[config.mk]
export PLATFORM = sky130hd
export DESIGN_NAME = mem_arbiter
export DESIGN_NICKNAME = d
export VERILOG_FILES = /design/src/rtl/mem_arbiter_defines.sv /design/src/rtl/mem_arbiter_pkg.sv /design/src/rtl/rr_arb2.sv /design/src/rtl/mem_arbiter.sv
export SDC_FILE = /design/constraint.sdc
export NUM_CORES = 1
export LEC_CHECK = 0
export CAP_MARGIN = 0
export CORE_ASPECT_RATIO = 1.1
export CORE_MARGIN = 5
export CORE_UTILIZATION = 32
export DETAILED_ROUTE_END_ITERATION = 8
export PLACE_DENSITY = 0.8
export SETUP_SLACK_MARGIN = 0.3
export SLEW_MARGIN = 20
export SYNTH_ARGS = -nofsm -noshare
export SYNTH_HDL_FRONTEND = slang
export SYNTH_SLANG_ARGS = --single-unit
[constraint.sdc]
create_clock -name clk_i -period 1.7 [get_ports clk_i]
set_input_delay 0.34 -clock clk_i [delete_from_list [all_inputs] [get_ports clk_i]]
set_output_delay 0.34 -clock clk_i [all_outputs]
set_load 0.005 [all_outputs]
[src/rtl/mem_arbiter_defines.sv]
// Shared width defaults for the memory arbiter slice.
//   ADDR_WIDTH : default requester / memory byte-address width
//   DATA_WIDTH : default data width
//   ZERO       : width-agnostic zero fill for reset values
`ifndef MEM_ARBITER_DEFINES_SV
`define MEM_ARBITER_DEFINES_SV
`define ADDR_WIDTH 32
`define DATA_WIDTH 32
`define ZERO '0
`endif

[src/rtl/mem_arbiter_pkg.sv]
// Shared types and helpers for mem_arbiter.
//   last_grant_e  : round-robin pointer state, remembers the most recent grantee
//   misaligned()  : true when a byte address is not word aligned
package mem_arbiter_pkg;

  typedef enum logic {
    LAST_IF = 1'b0,
    LAST_LS = 1'b1
  } last_grant_e;

  function automatic logic misaligned(input logic [1:0] byte_off);
    return byte_off != 2'b00;
  endfunction

endpackage

[src/rtl/rr_arb2.sv]
// Combinational two-way round-robin selector.
//   req   [1:0] : request vector, bit 0 = fetch, bit 1 = load/store
//   ptr         : requester granted most recently
//   grant [1:0] : one-hot selection (all zero when nothing requests)
module rr_arb2
  import mem_arbiter_pkg::*;
(
  input  logic [1:0]  req,
  input  last_grant_e ptr,
  output logic [1:0]  grant
);

  always_comb begin
    grant = 2'b00;
    if (req == 2'b11) begin
      // Conflict: the side not served most recently wins.
      grant = (ptr == LAST_IF) ? 2'b10 : 2'b01;
    end else begin
      // A lone requester wins regardless of the pointer.
      grant = req;
    end
  end

endmodule

[src/rtl/mem_arbiter.sv]
// Two-port arbiter sharing one single-cycle memory between an instruction
// fetch port and a load/store port.
//   clk_i, rst_i          : clock (rising edge), asynchronous active-low reset
//   if_*                  : fetch request (req/addr) and response (gnt/rvalid/rdata/err)
//   ls_*                  : load/store request (req/we/addr/wdata) and response
//   halt_i                : blocks every new grant while high
//   mem_addr_o/we/wdata   : shared memory request, word aligned
//   mem_rdata_i           : combinational read data for mem_addr_o
//   conflict_cnt_o        : saturating count of cycles with both requests pending
module mem_arbiter
  import mem_arbiter_pkg::*;
#(
  parameter int ADDR_WIDTH = `ADDR_WIDTH,
  parameter int DATA_WIDTH = `DATA_WIDTH,
  parameter int CNT_WIDTH  = 16
) (
  input  logic                  clk_i,
  input  logic                  rst_i,
  input  logic                  if_req_i,
  input  logic [ADDR_WIDTH-1:0] if_addr_i,
  output logic                  if_gnt_o,
  output logic                  if_rvalid_o,
  output logic [DATA_WIDTH-1:0] if_rdata_o,
  output logic                  if_err_o,
  input  logic                  ls_req_i,
  input  logic                  ls_we_i,
  input  logic [ADDR_WIDTH-1:0] ls_addr_i,
  input  logic [DATA_WIDTH-1:0] ls_wdata_i,
  output logic                  ls_gnt_o,
  output logic                  ls_rvalid_o,
  output logic [DATA_WIDTH-1:0] ls_rdata_o,
  output logic                  ls_err_o,
  input  logic                  halt_i,
  output logic [ADDR_WIDTH-1:0] mem_addr_o,
  output logic                  mem_we_o,
  output logic [DATA_WIDTH-1:0] mem_wdata_o,
  input  logic [DATA_WIDTH-1:0] mem_rdata_i,
  output logic [CNT_WIDTH-1:0]  conflict_cnt_o
);

  last_grant_e           last_q;
  logic [1:0]            sel_p0;
  logic                  gnt_if_p0;
  logic                  gnt_ls_p0;
  logic                  mis_if_p0;
  logic                  mis_ls_p0;
  logic                  conflict_p0;

  logic                  if_rvalid_p1;
  logic                  if_err_p1;
  logic [DATA_WIDTH-1:0] if_rdata_p1;
  logic                  ls_rvalid_p1;
  logic                  ls_err_p1;
  logic [DATA_WIDTH-1:0] ls_rdata_p1;
  logic [CNT_WIDTH-1:0]  conflict_cnt_p1;

  function automatic logic [ADDR_WIDTH-1:0] word_align(input logic [ADDR_WIDTH-1:0] a);
    return {a[ADDR_WIDTH-1:2], 2'b00};
  endfunction

  function automatic logic [CNT_WIDTH-1:0] sat_inc(input logic [CNT_WIDTH-1:0] v);
    return (&v) ? v : v + 1'b1;
  endfunction

  // ---- p0: arbitration and memory request (combinational) ----
  rr_arb2 u_rr_arb2 (
    .req   ({ls_req_i, if_req_i}),
    .ptr   (last_q),
    .grant (sel_p0)
  );

  // Reset is folded into the grant so nothing reaches memory while held.
  assign gnt_if_p0   = rst_i & ~halt_i & sel_p0[0];
  assign gnt_ls_p0   = rst_i & ~halt_i & sel_p0[1];
  assign mis_if_p0   = misaligned(if_addr_i[1:0]);
  assign mis_ls_p0   = misaligned(ls_addr_i[1:0]);
  assign conflict_p0 = if_req_i & ls_req_i & ~halt_i;

  assign if_gnt_o = gnt_if_p0;
  assign ls_gnt_o = gnt_ls_p0;

  always_comb begin
    mem_addr_o = `ZERO;
    if (gnt_ls_p0) begin
      mem_addr_o = word_align(ls_addr_i);
    end else if (gnt_if_p0) begin
      mem_addr_o = word_align(if_addr_i);
    end
  end

  // Misaligned stores are granted but never reach memory.
  assign mem_we_o    = gnt_ls_p0 & ls_we_i & ~mis_ls_p0;
  assign mem_wdata_o = ls_wdata_i;

  // Round-robin pointer: moves only when somebody is granted.
  always_ff @(posedge clk_i or negedge rst_i) begin
    if (!rst_i) begin
      last_q <= LAST_IF;
    end else if (gnt_ls_p0) begin
      last_q <= LAST_LS;
    end else if (gnt_if_p0) begin
      last_q <= LAST_IF;
    end
  end

  // ---- p1: registered responses, one cycle after the grant ----
  always_ff @(posedge clk_i or negedge rst_i) begin
    if (!rst_i) begin
      if_rvalid_p1    <= `ZERO;
      if_err_p1       <= `ZERO;
      if_rdata_p1     <= `ZERO;
      ls_rvalid_p1    <= `ZERO;
      ls_err_p1       <= `ZERO;
      ls_rdata_p1     <= `ZERO;
      conflict_cnt_p1 <= `ZERO;
    end else begin
      if_rvalid_p1 <= gnt_if_p0;
      if_err_p1    <= gnt_if_p0 & mis_if_p0;
      ls_rvalid_p1 <= gnt_ls_p0;
      ls_err_p1    <= gnt_ls_p0 & mis_ls_p0;
      // Read data is held between responses; error responses carry zero.
      if (gnt_if_p0) begin
        if_rdata_p1 <= mis_if_p0 ? `ZERO : mem_rdata_i;
      end
      if (gnt_ls_p0) begin
        ls_rdata_p1 <= mis_ls_p0 ? `ZERO : mem_rdata_i;
      end
      if (conflict_p0) begin
        conflict_cnt_p1 <= sat_inc(conflict_cnt_p1);
      end
    end
  end

  assign if_rvalid_o    = if_rvalid_p1;
  assign if_err_o       = if_err_p1;
  assign if_rdata_o     = if_rdata_p1;
  assign ls_rvalid_o    = ls_rvalid_p1;
  assign ls_err_o       = ls_err_p1;
  assign ls_rdata_o     = ls_rdata_p1;
  assign conflict_cnt_o = conflict_cnt_p1;

endmodule

==> metrics.cfg <==
[status]
status=complete, but fails checks
violations=setup timing

[sta]
worst_pin_slew_ns=0.592
drv_slew=0
finalSetupTns_ns=-6.94
slew_headroom_pct=60.6
finalCritPeriodShare_pct=118
rsz0062_at_grt=yes
fmax_mhz=499
setup_ws_ns=-0.302
hold_violations=0
period_minus_slack_ns=2.00
setup_viol=33
fin_skew_ns=0.00854

[clock_tree]
clock-sinks=85
cts_buffers=9
cts_max_path_buffers=2
root_buffer=clkbuf_16
clk_pin_slew_worst_paths_ns=0.07
clk_latency_ns=0.34
cts_tree=yes
htreeDepth=3
hold_buffers=0

[drt]
drt_first_pass_iters=5
routed_wl_um=19800
viasPerCell=5.25
drt_iter0_markers=380
routedWlPerCell_um=23.2
drc=0
vias=4480
final_antenna_net_count=0

[synth]
synth_area_per_cell_um2=9.26
synth_area_um2=4020
ys_seq_area_share_pct=52.9
synth_top_family_by_area=simple AND/OR/NAND/NOR gates
synthXorXnorAreaFrac_pct=2.83
synthDistinctLibCells=31
yosys.area_share.simple_pct=27.0
synthAdderAreaFrac_pct=0.311
synth_mux_area_share_pct=0.374
synthCells=434
synth_compound_area_share_pct=7.32
yosysWarnings=0
ys_ff_latch=85

[worst_setup_path]
start_kind=flip-flop
critPathRequiredTime_ns=1.36
path_class=reg2out
path_max_fanout=6
cp-end-kind=output pin
critical_path_arrival_ns=1.66

[global_routing]
antenna_found_initial=0
grtUsageTotal_pct=25.3
grt_max_degree=56
grt_pass1_wl_um=28000
grt_pass1_vias=4725
overflow=0

[job]
maxCapViolations=0

[floorplan]
start_util_pct=32.2
fp.dieW_um=117
coreArea_um2=12500
die_h_um=128
fp.dieArea_um2=14900
io_pins=285
placementRows=43

[power_and_ir_drop]
ir_drop_mv=0.416
powerDensity_nw_per_um2=790
p_leak_uw=0.00403

[placed_design]
numPortBuffers=218
gp_congestion=0.853
hpwl_um=13600
dpl_cell_area_um2=6390

[finish]
nNetsFinal=826
syn_to_final_growth_pct=90.8
design_area_um2=7670
final_layout_size_suffix_gt1_share_pct=33.0
antennaDiodeCount=0

[hold_path]
worstHoldPathType=in2async

-- cells in the mapped netlist --
| cell | count | area, um^2 |
|---|---|---|
| and3_2 | 1 | 7.51 |
| nor4_1 | 2 | 12.5 |
| a22o_1 | 30 | 263 |
| nor3b_1 | 3 | 22.5 |
| and4_1 | 1 | 8.76 |
| nand4_1 | 3 | 18.8 |
| mux2_4 | 1 | 15.0 |
| a21oi_1 | 1 | 5.00 |
| xor2_1 | 13 | 114 |
| nand4_2 | 3 | 37.5 |
| and3b_1 | 1 | 8.76 |
| nor4_4 | 1 | 21.3 |
| nand3_1 | 69 | 345 |
| ha_1 | 1 | 12.5 |
| a31oi_1 | 1 | 6.26 |
| inv_2 | 2 | 7.51 |
| nor2_1 | 6 | 22.5 |
| nor2b_1 | 1 | 6.26 |
| nand3b_1 | 1 | 7.51 |
| conb_1 | 1 | 3.75 |
| nand2b_1 | 2 | 12.5 |
| nor2_2 | 1 | 6.26 |
| dfrtp_1 | 85 | 2130 |
| o21ai_0 | 4 | 20.0 |
| buf_2 | 11 | 55.1 |
| or3_1 | 1 | 6.26 |
| nand2_1 | 133 | 499 |
| buf_4 | 34 | 255 |
| clkbuf_1 | 13 | 48.8 |
| and3_1 | 1 | 6.26 |
| nor3_1 | 7 | 35.0 |
-- layout make-up --
cell class                      count  area [um^2]
Clock buffer                       11          243
Clock inverter                      5         36.3
Fill cell                        1022         4820
Inverter                            2         22.5
Multi-Input combinational cell    290         2050
Sequential cell                    85         2140
Tap cell                          157          196
Timing Repair Buffer              303         2970
-- sequential cells by signal (all words and copies together) (netlist names) --
signal	cells
ls_rdata_o	32
ls_rvalid_o	1
if_rvalid_o	1
if_err_o	1
conflict_cnt_o	16
if_rdata_o	32
ls_err_o	1
last_q	1
-- placed cells by master (no fill, tap or decap), types with 3 or more instances in the layout --
master and instances:
a22o_1 20, a22o_4 10, buf_12 6, buf_16 8
buf_2 21, buf_4 46, buf_6 33, buf_8 4
clkbuf_16 10, clkbuf_2 4, clkdlybuf4s15_2 3, clkdlybuf4s50_1 97
clkinvlp_4 3, dfrtp_1 74, dfrtp_2 11, dlygate4sd2_1 79
nand2_1 129, nand2_2 4, nand3_1 39, nand3_2 23
nand3_4 7, nand4_1 3, nand4_4 3, nor2_2 4
nor3_4 6, nor4_4 3, xor2_1 13
-- metal layers --
metal / GRT usage [%] / vias up / wire length (um)
met4: 9.65 / 0 / 792
met5: 0 / - / 0
met2: 43.7 / 311 / 9940
met1: 28.3 / 2176 / 7060
li1: - / 1948 / -
met3: 9.00 / 45 / 2030
-- stage by stage --
step	hold WS (ns)	util, %	std cells	worst slack, ns	total power (uW)
after floorplan	0.0444	-	435	0.165	2900
after global placement	0.407	51.2	780	-0.763	3890
after detailed placement	0.422	51.2	780	-0.805	3930
after CTS	0.0574	59.2	843	-0.327	5940
after global routing	0.0822	61.4	853	-0.355	6300
final	0.0632	61.4	853	-0.302	6060
-- power by group --
part	internal (uW)	switching, uW
Sequential	2270	157
Combinational	1020	784
Clock	1030	801
-- what timing repair did --
action,in CTS,in global routing
pin swaps,36,50
gates resized for setup,311,56
buffers inserted,39,9
gates cloned,8,1
setup endpoints to repair,197,115
-- cell families (layout without fill, tap and decap cells) --
kind of cell / count (synthesis) / count (layout)
AOI/OAI and AO/OA: 36 / 36
xor gates and xnor gates: 13 / 13
adders and majority gates: 1 / 1
buffers and inverters: 60 / 321
DFF: 85 / 85
muxes: 1 / 1
other: 1 / 2
and+or+nand+nor: 237 / 237
-- path summary, 6_finish.rpt --
| path | from | endpoint | slack (ns) | cells after the start |
|---|---|---|---|---|
| setup reg to reg | last_q | ls_rdata_o[9] | 0.08 | 11 |
| max in group asynchronous | rst_i | conflict_cnt_o[2] | 0.75 | 3 |
| hold / removal | rst_i | ls_err_o | 0.06 | 2 |
| setup / recovery | last_q | mem_addr_o[24] | -0.30 | 7 |
| hold reg to reg | if_rdata_o[16] | if_rdata_o[16] | 0.47 | 2 |
| min in group clk_i | if_rdata_o[16] | if_rdata_o[16] | 0.47 | 2 |
-- critical path, stage by stage, from the launching register on --
cell      delay (ns)
dfrtp_1         0.41
nand2b_4        0.16
nand3_4         0.09
inv_8           0.06
buf_16          0.14
buf_12          0.12
a22o_4          0.23
buf_6           0.12
Note: power is estimated with default switching activity, not from simulation.
